**config.mk**
```make
export PLATFORM = sky130hd
export DESIGN_NAME = seq_issue
export DESIGN_NICKNAME = d
export VERILOG_FILES = /design/src/rtl/seq_issue.sv
export SDC_FILE = /design/constraint.sdc
export NUM_CORES = 1
export LEC_CHECK = 0
export ABC_AREA = 1
export ABC_CLOCK_PERIOD_IN_PS = 2400
export CELL_PAD_IN_SITES_DETAIL_PLACEMENT = 1
export CELL_PAD_IN_SITES_GLOBAL_PLACEMENT = 2
export CORE_ASPECT_RATIO = 0.7
export CORE_MARGIN = 10
export CORE_UTILIZATION = 40
export DETAILED_ROUTE_END_ITERATION = 6
export GPL_ROUTABILITY_DRIVEN = 0
export HOLD_SLACK_MARGIN = 0.1
export PLACE_DENSITY_LB_ADDON = 0.15
export SLEW_MARGIN = 15
export SYNTH_ARGS = -nofsm -noshare
export SYNTH_HDL_FRONTEND = slang
export SYNTH_SLANG_ARGS = --single-unit
```
**constraint.sdc**
```tcl
create_clock -name clk -period 2.4 [get_ports clk]
set_input_delay 0.48 -clock clk [delete_from_list [all_inputs] [get_ports clk]]
set_output_delay 0.48 -clock clk [all_outputs]
set_load 0.01 [all_outputs]
```
**src/rtl/seq_issue.sv**
```systemverilog
// ============================================================================
//  Module      : seq_issue
//  Description : Program-buffer instruction sequencer. Instructions are
//                appended into a small buffer, then issued one at a time
//                (run or single-step) with a fixed FETCH/EXEC/GAP cadence.
//                Send instructions handshake with a UART transmitter busy
//                flag before and after issue.
//  Options     : SEQ_ISSUE_LOOP_EN - when defined, run mode wraps to the
//                start of the program instead of finishing; only i_stop
//                ends the loop.
//  Revision    : 1.0 - initial release
// ============================================================================
`default_nettype none

module seq_issue #(
    parameter int              INST_W  = 8,
    parameter int              OP_W    = 2,
    parameter logic [OP_W-1:0] SEND_OP = 2'b11,
    parameter int              DEPTH   = 16
) (
    input  logic                       clk,
    input  logic                       rst,
    input  logic [INST_W-1:0]          i_load_inst,
    input  logic                       i_load_valid,
    input  logic                       i_clear,
    input  logic                       i_run,
    input  logic                       i_step,
    input  logic                       i_stop,
    input  logic                       i_tx_busy,
    output logic [INST_W-1:0]          o_inst,
    output logic                       o_inst_valid,
    output logic                       o_inst_send,
    output logic                       o_busy,
    output logic                       o_full,
    output logic [$clog2(DEPTH):0]     o_count,
    output logic [$clog2(DEPTH)-1:0]   o_pc,
    output logic                       o_done
);

    localparam int               c_PC_W  = $clog2(DEPTH);
    localparam int               c_CNT_W = c_PC_W + 1;
    localparam logic [c_CNT_W-1:0] c_DEPTH = c_CNT_W'(DEPTH);
    localparam logic [c_CNT_W-1:0] c_ONE   = c_CNT_W'(1);

    typedef enum logic [2:0] {
        S_IDLE      = 3'd0,
        S_FETCH     = 3'd1,
        S_EXEC      = 3'd2,
        S_GAP       = 3'd3,
        S_SEND_HOLD = 3'd4,
        S_SEND_WAIT = 3'd5
    } state_t;

    state_t               r_state;
    state_t               w_state_nxt;

    logic [INST_W-1:0]    r_mem [DEPTH];
    logic [c_CNT_W-1:0]   r_count;
    // The PC carries one extra bit so a completely full program can run to
    // its end (pc == DEPTH) without aliasing back to entry 0.
    logic [c_CNT_W-1:0]   r_pc;
    logic [INST_W-1:0]    r_inst;
    logic                 r_step;
    logic                 r_stop;
    logic                 r_done;

    logic                 w_full;
    logic                 w_load;
    logic                 w_start;
    logic                 w_is_send;
    logic                 w_stop_seen;
    logic                 w_valid;
    logic                 w_send;
    logic                 w_pc_inc;
    logic                 w_pc_wrap;
    logic                 w_done_set;

    assign w_full      = (r_count == c_DEPTH);
    assign w_load      = (r_state == S_IDLE) && i_load_valid && !w_full && !i_clear;
    assign w_start     = i_run || i_step;
    assign w_is_send   = (r_inst[INST_W-1 -: OP_W] == SEND_OP);
    assign w_stop_seen = r_stop || i_stop;

    // State register
    always_ff @(posedge clk or posedge rst) begin
        if (rst) begin
            r_state <= S_IDLE;
        end else begin
            r_state <= w_state_nxt;
        end
    end

    // Next-state decode and issue strobes
    always_comb begin
        w_state_nxt = r_state;
        w_valid     = 1'b0;
        w_send      = 1'b0;
        w_pc_inc    = 1'b0;
        w_pc_wrap   = 1'b0;
        w_done_set  = 1'b0;
        case (r_state)
            S_IDLE: begin
                if (!i_clear && w_start) begin
                    if (r_pc < r_count) begin
                        w_state_nxt = S_FETCH;
                    end else begin
                        w_done_set = 1'b1;
                    end
                end
            end
            S_FETCH: begin
                w_state_nxt = S_EXEC;
            end
            S_EXEC: begin
                if (!w_is_send) begin
                    w_valid     = 1'b1;
                    w_pc_inc    = 1'b1;
                    w_state_nxt = S_GAP;
                end else if (!i_tx_busy) begin
                    w_send      = 1'b1;
                    w_state_nxt = S_SEND_HOLD;
                end
            end
            S_SEND_HOLD: begin
                // Busy may lag the send strobe by a cycle, so it is not looked at here.
                w_state_nxt = S_SEND_WAIT;
            end
            S_SEND_WAIT: begin
                if (!i_tx_busy) begin
                    w_pc_inc    = 1'b1;
                    w_state_nxt = S_GAP;
                end
            end
            S_GAP: begin
                if (r_step || w_stop_seen) begin
                    w_state_nxt = S_IDLE;
                    w_done_set  = 1'b1;
                end else if (r_pc == r_count) begin
`ifdef SEQ_ISSUE_LOOP_EN
                    w_pc_wrap   = 1'b1;
                    w_state_nxt = S_FETCH;
`else
                    w_state_nxt = S_IDLE;
                    w_done_set  = 1'b1;
`endif
                end else begin
                    w_state_nxt = S_FETCH;
                end
            end
            default: begin
                w_state_nxt = S_IDLE;
            end
        endcase
    end

    // Program buffer storage; contents survive reset and are hidden by count=0
    always_ff @(posedge clk) begin
        if (w_load) begin
            r_mem[r_count[c_PC_W-1:0]] <= i_load_inst;
        end
    end

    // Counters, instruction register, mode/stop latches and done pulse
    always_ff @(posedge clk or posedge rst) begin
        if (rst) begin
            r_count <= '0;
            r_pc    <= '0;
            r_inst  <= '0;
            r_step  <= 1'b0;
            r_stop  <= 1'b0;
            r_done  <= 1'b0;
        end else begin
            r_done <= w_done_set;

            if (r_state == S_IDLE) begin
                if (i_clear) begin
                    r_count <= '0;
                    r_pc    <= '0;
                end else begin
                    if (w_load) begin
                        r_count <= r_count + c_ONE;
                    end
                    if (w_start) begin
                        r_step <= !i_run;
                    end
                end
            end

            if (w_pc_inc) begin
                r_pc <= r_pc + c_ONE;
            end else if (w_pc_wrap) begin
                r_pc <= '0;
            end

            if (r_state == S_FETCH) begin
                r_inst <= r_mem[r_pc[c_PC_W-1:0]];
            end

            if (w_state_nxt == S_IDLE) begin
                r_stop <= 1'b0;
            end else if ((r_state != S_IDLE) && i_stop) begin
                r_stop <= 1'b1;
            end
        end
    end

    assign o_inst       = r_inst;
    assign o_inst_valid = w_valid;
    assign o_inst_send  = w_send;
    assign o_busy       = (r_state != S_IDLE);
    assign o_full       = w_full;
    assign o_count      = r_count;
    assign o_pc         = r_pc[c_PC_W-1:0];
    assign o_done       = r_done;

endmodule

`default_nettype wire

```
=== Yosys cells after proc, flatten, opt, wreduce, memory -nomap -nowiden ===
Memories as Yosys holds them, arrays and structs flattened. A register that Yosys moved wholly into a read port is not among the register bits.
Index checks and enable logic that the tools add are counted.

* Memories: 1
* Logic and storage cells: 68
* Register bits: 16
* Memory bits (writable): 128
* ROM bits: 0
* Latch bits: 0

{| class="wikitable"
|+ Memory list
! memory !! depth !! width !! read ports !! clocked after memory_dff !! write ports !! RTL line !! text
|-
| r_mem || 16 || 8 || 1 || 1 || 1 || 57 || <nowiki>logic [INST_W-1:0] r_mem [DEPTH];</nowiki>
|}

* Divide/modulo/power cells: 0
* Order comparisons: 1
* Equality and inequality tests: 8
* Multiply operators: 0
* Shift-type cells: 0
* Reductions and logical operators: 21
* Bitwise operators: 1
* Add/sub/neg operators: 2
* Muxes and demuxes: 28

{| class="wikitable"
|+ Operator list
! operator !! number
|-
| 5-bit two-way mux || 5
|-
| 3-bit case mux with 6 select lines || 1
|-
| 1-bit two-way mux || 15
|-
| 3-bit two-way mux || 5
|-
| 5-bit by 1-bit adder with 5-bit output, second input constant || 2
|-
| 2-bit nonzero test || 4
|-
| 3-bit by 2-bit equality test with 1-bit output, second input constant || 2
|-
| 3-bit equality test, second input constant || 2
|-
| 3-bit logical NOT || 2
|-
| 5-bit equality test || 1
|-
| 5-bit equality test, second input constant || 1
|-
| 1-bit logical AND || 5
|-
| 5-bit < comparator || 1
|-
| 1-bit case mux with 2 select lines || 2
|-
| 2-bit AND reduction || 2
|-
| 3-bit by 1-bit equality test with 1-bit output, second input constant || 1
|-
| 1-bit logical NOT || 3
|-
| 1-bit logical OR || 3
|-
| 3-bit AND reduction || 1
|-
| 3-bit nonzero test || 1
|-
| 2-bit equality test, second input constant || 1
|-
| 1-bit NOT || 1
|}

=== Longest topological paths before layout ===
* Word-level depth: 6
* Gate-level depth with buffers: 10

=== Worst setup path before layout ===
No wires, ideal clock.

* Path type: reg2reg
* Start: register r_count[0] (netlist: o_count[0])
* End: memory r_mem[7][0], enable pin
* Arrival: 1.812 ns
* Cell stages (with the launch flop): 8
* Setup slack: 0.205 ns
* Buffers on the path: 0
* Library setup time: 0.383 ns
* Clock period less this slack: 2.195 ns
* Cells stage by stage: dfrtp_1 > inv_1 > ha_1 > nand2_1 > nor2_4 > nor2_4 > nand3_4 > nor3_1

* Longest elaborated chain between the ends: 6

{| class="wikitable"
|+ Ends and longest elaborated chain
! what !! RTL line !! text
|-
| from (decl) || 58 || <nowiki>logic [c_CNT_W-1:0] r_count;</nowiki>
|-
| from (signal assigned) || 181 || <nowiki>r_count <= r_count + c_ONE;</nowiki>
|-
| 5-bit equality test || 78 || <nowiki>assign w_full = (r_count == c_DEPTH);</nowiki>
|-
| via o_full || 34 || <nowiki>output logic o_full,</nowiki>
|-
| 1-bit logical NOT || 79 || <nowiki>assign w_load = (r_state == S_IDLE) && i_load_valid && !w_full && !i_clear;</nowiki>
|-
| 1-bit logical AND (2 in a row) || 79 ||
|-
| 1-bit two-way mux || 158 || <nowiki>if (w_load) begin</nowiki>
|-
| 1-bit two-way mux (implied by the code) || 159 || <nowiki>r_mem[r_count[c_PC_W-1:0]] <= i_load_inst;</nowiki>
|-
| to (decl) || 57 ||
|}

The timed path passes the listed nets, and every way through them passes these cells.

=== Final worst setup path ===
* Start: register r_count[1] (netlist: o_count[1])
* End: output port o_full

* Longest elaborated chain between the ends: 1

{| class="wikitable"
|+ Ends and longest elaborated chain
! what !! RTL line
|-
| 5-bit equality test || 78
|-
| to (decl) || 34
|}

Every way passes these cells.

==> metrics.md <==
| Metric | Value |
|---|---|
| Status | finished clean |
| Synth warn | 0 |
| Global route total overflow | 0 |
| Worst Hold Class | in -> async |
| Fmax | 454 MHz |
| Synth unique cells | 27 |
| Dpl cell area | 7340 um^2 |
| Startpoint class of the critical path | register |
| Pint | 5.56 mW |
| Area of the core | 16200 um^2 |
| Post-synthesis sequential area ratio | 67.6% |
| Antenna diodes | 0 |
| Switching power | 2.96 mW |
| Setup ws final | 0.199 ns |
| Area delta synth->final | 20.9% |
| Post-synth EDFFs | 128 |
| I/O Pins | 38 |
| Total of max-cap violations | 0 |
| Via density | 5.00 |
| CTS root buffer | clkbuf_16 |
| Final TNS setup | 0 ns |
| Layout cells sized above 1 | 13.1% |
| Sw frac | 34.8% |
| Leakage power | 3.19 nW |
| WP data arrival | 1.72 ns |
| DP Wirelength | 13000 um |
| RSZ-0062 raised after global routing | false |
| Vias in the first global route | 4762 |
| Synthesized cell area | 6570 um^2 |
| Synthesized area per cell | 10.8 um^2 |
| Worst Clk Skew | 0.00816 ns |
| Initial DRT Pass Iterations | 4 |
| PD cells | 1070 nW/um^2 |
| DP Worst Slack | 0.177 ns |
| Initial core utilization | 40.6% |
| Initial antenna violation count | 0 |
| Most frequent cells in the layout | nand2_1 (229), edfxtp_1 (128), nand3_1 (85) |
| Max VDD drop | 0.726 mV |
| RR Startpoint | o_count[1] |
| # rows | 39 |
| Comb pwr share | 30.6% |
| Skew-Pair Late Insertion Delay | 0.42 ns |
| Fillers | 1779 |
| CTS tree | built |
| Number of remaining DRC errors | 0 |
| Commonest non-fill, non-tap cell in the layout | nand2_1 |
| Fin. Hold Viols | 0 |
| Cells after Synth | 608 |
| R2r endpoint | r_mem[1][7] |
| Clock Pin Slew Worst Setup and Hold Paths | 0.06 ns |
| Least-Margin Pin Slew | 0.538 ns |
| Hold buffers post-CTS | 0 |
| CTS Buffer Depth | 2 |
| Die footprint | 22000 um^2 |
| Post-Place Cells | 877 |
| Mapped Nets | 634 |
| CTS Buf Count | 17 |
| IO Port Bufs | 37 |
| CTS H-Tree Depth | 4 |
| ANT nets after route | 0 |
| Largest net degree at the start of global routing | 66 |
| Sequential power share | 37.7% |
| Design area | 7950 um^2 |
| Post-Route WL | 18600 um |
| Clock sink count | 152 |
| Finished Core Util | 49.0% |
| Slew margin rel. | 64.1% |
| WP data required | 1.92 ns |
| Setup violators final | 0 |
| Fin crit share | 91.7% |
| Min cycle time layout | 2.20 ns |
| Clock power share | 31.7% |
| GRT Total Usage | 17.1% |
| Slew Viols, Final | 0 |
| Setup crit end kind | primary output |
| Wire per inst | 20.5 um |
| #FFs+latches synth | 152 |
| Reg2Reg Depth | 10 |
| Finished Layout Cells | 910 |
| Top_reg_cell synth | edfxtp_1 |
| Iteration-0 DRC Markers | 322 |
| Die Span Y | 127 um |
| Critical path class | reg -> out |
| Fin nets | 698 |
| Vias | 4548 |
| Crit-path max FO | 5 |
| Reg-to-reg setup timing slack | 0.46 ns |
| Synth async-reset ratio | 15.8% |
| Chip width | 173 um |
| First-pass GRT wire length | 28600 um |
==> power groups by stage <==
stage / combinational, mW / clock [mW] / sequential [mW]
6_report: 2.60 / 2.70 / 3.21
2_1_floorplan: 1.54 / 0 / 3.25
4_1_cts: 2.63 / 2.76 / 3.21
3_3_place_gp: 2.55 / 0 / 3.25
3_5_place_dp: 2.60 / 0 / 3.26
5_1_grt: 2.90 / 2.88 / 3.24
==> registers in the layout (all words and copies together), names as in the netlist <==
signal	flops
o_count	5
o_done	1
o_inst	8
r_mem	128
r_pc	5
r_state	3
r_step	1
r_stop	1
==> worst max path at each step <==
stage / start / end / slack, ns / cells after the start
2_1_floorplan: o_count[0] / r_mem[7][0] / 0.20 / 7
4_1_cts: r_state[2] / o_inst_valid / 0.02 / 4
3_5_place_dp: i_tx_busy / o_inst_send / 0.18 / 5
3_3_place_gp: i_tx_busy / o_inst_send / 0.22 / 5
6_report: o_count[1] / o_full / 0.20 / 5
5_1_grt: o_count[1] / o_full / 0.12 / 5
==> logic make-up (layout without fill, tap and decap cells) <==
| family | count (synthesis) | after routing | synth area share, % |
|---|---|---|---|
| AND/OR/NAND/NOR | 355 | 355 | 23.5 |
| AO/OA/AOI/OAI | 32 | 32 | 2.51 |
| adder cells (fa/ha/maj) | 10 | 10 | 1.90 |
| XOR/XNOR | 3 | 3 | 0.400 |
| flip-flops | 152 | 152 | 67.6 |
| buffers and inverters | 56 | 133 | 4.09 |
==> routing by layer <==
metal  wire length (um)  track usage [%]
met1               9400             24.8
met2               8320             25.8
met3                762             3.53
met4                124             4.04
met5                  0                0
==> worst max-delay path, cell delays in order (launching register included) <==
cell and delay, ns:
dfrtp_2 0.45, inv_2 0.10, ha_2 0.21, nand2_1 0.10, nor2_4 0.15, dlygate4sd2_1 0.28
==> cells in the mapped netlist (5+ instances only) <==
cell	instances	area, um^2
a21oi_1	20	100
buf_2	10	50.1
edfxtp_1	128	3840
nand3_1	85	425
buf_4	11	82.6
nor2_1	23	86.3
clkbuf_1	5	18.8
o21ai_0	6	30.0
ha_1	10	125
dfrtp_1	24	601
inv_2	5	18.8
inv_1	24	90.1
nand2_1	229	860
==> layout make-up <==
| type | instances | area [um^2] | share of cell area, % |
|---|---|---|---|
| Tap cell | 225 | 282 | 3.54 |
| Sequential cell | 152 | 4450 | 56.0 |
| Timing Repair Buffer | 71 | 638 | 8.03 |
| Inverter | 30 | 118 | 1.48 |
| Clock buffer | 20 | 437 | 5.50 |
| Multi-Input combinational cell | 400 | 1870 | 23.5 |
| Clock inverter | 12 | 151 | 1.91 |
==> what timing repair did <==
action	in CTS	in global routing
gates resized for setup	7	3
pin swaps	1	0
setup endpoints to repair	4	1
buffers inserted	1	0
==> metrics by stage <==
step | hold slack [ns] | total power [mW]
6_report | 0.420 | 8.52
5_1_grt | 0.431 | 9.02
4_1_cts | 0.412 | 8.60
3_5_place_dp | 0.485 | 5.85
3_3_place_gp | 0.481 | 5.80
2_1_floorplan | 0.454 | 4.79
No activity file was read; power rests on OpenSTA's default activity.
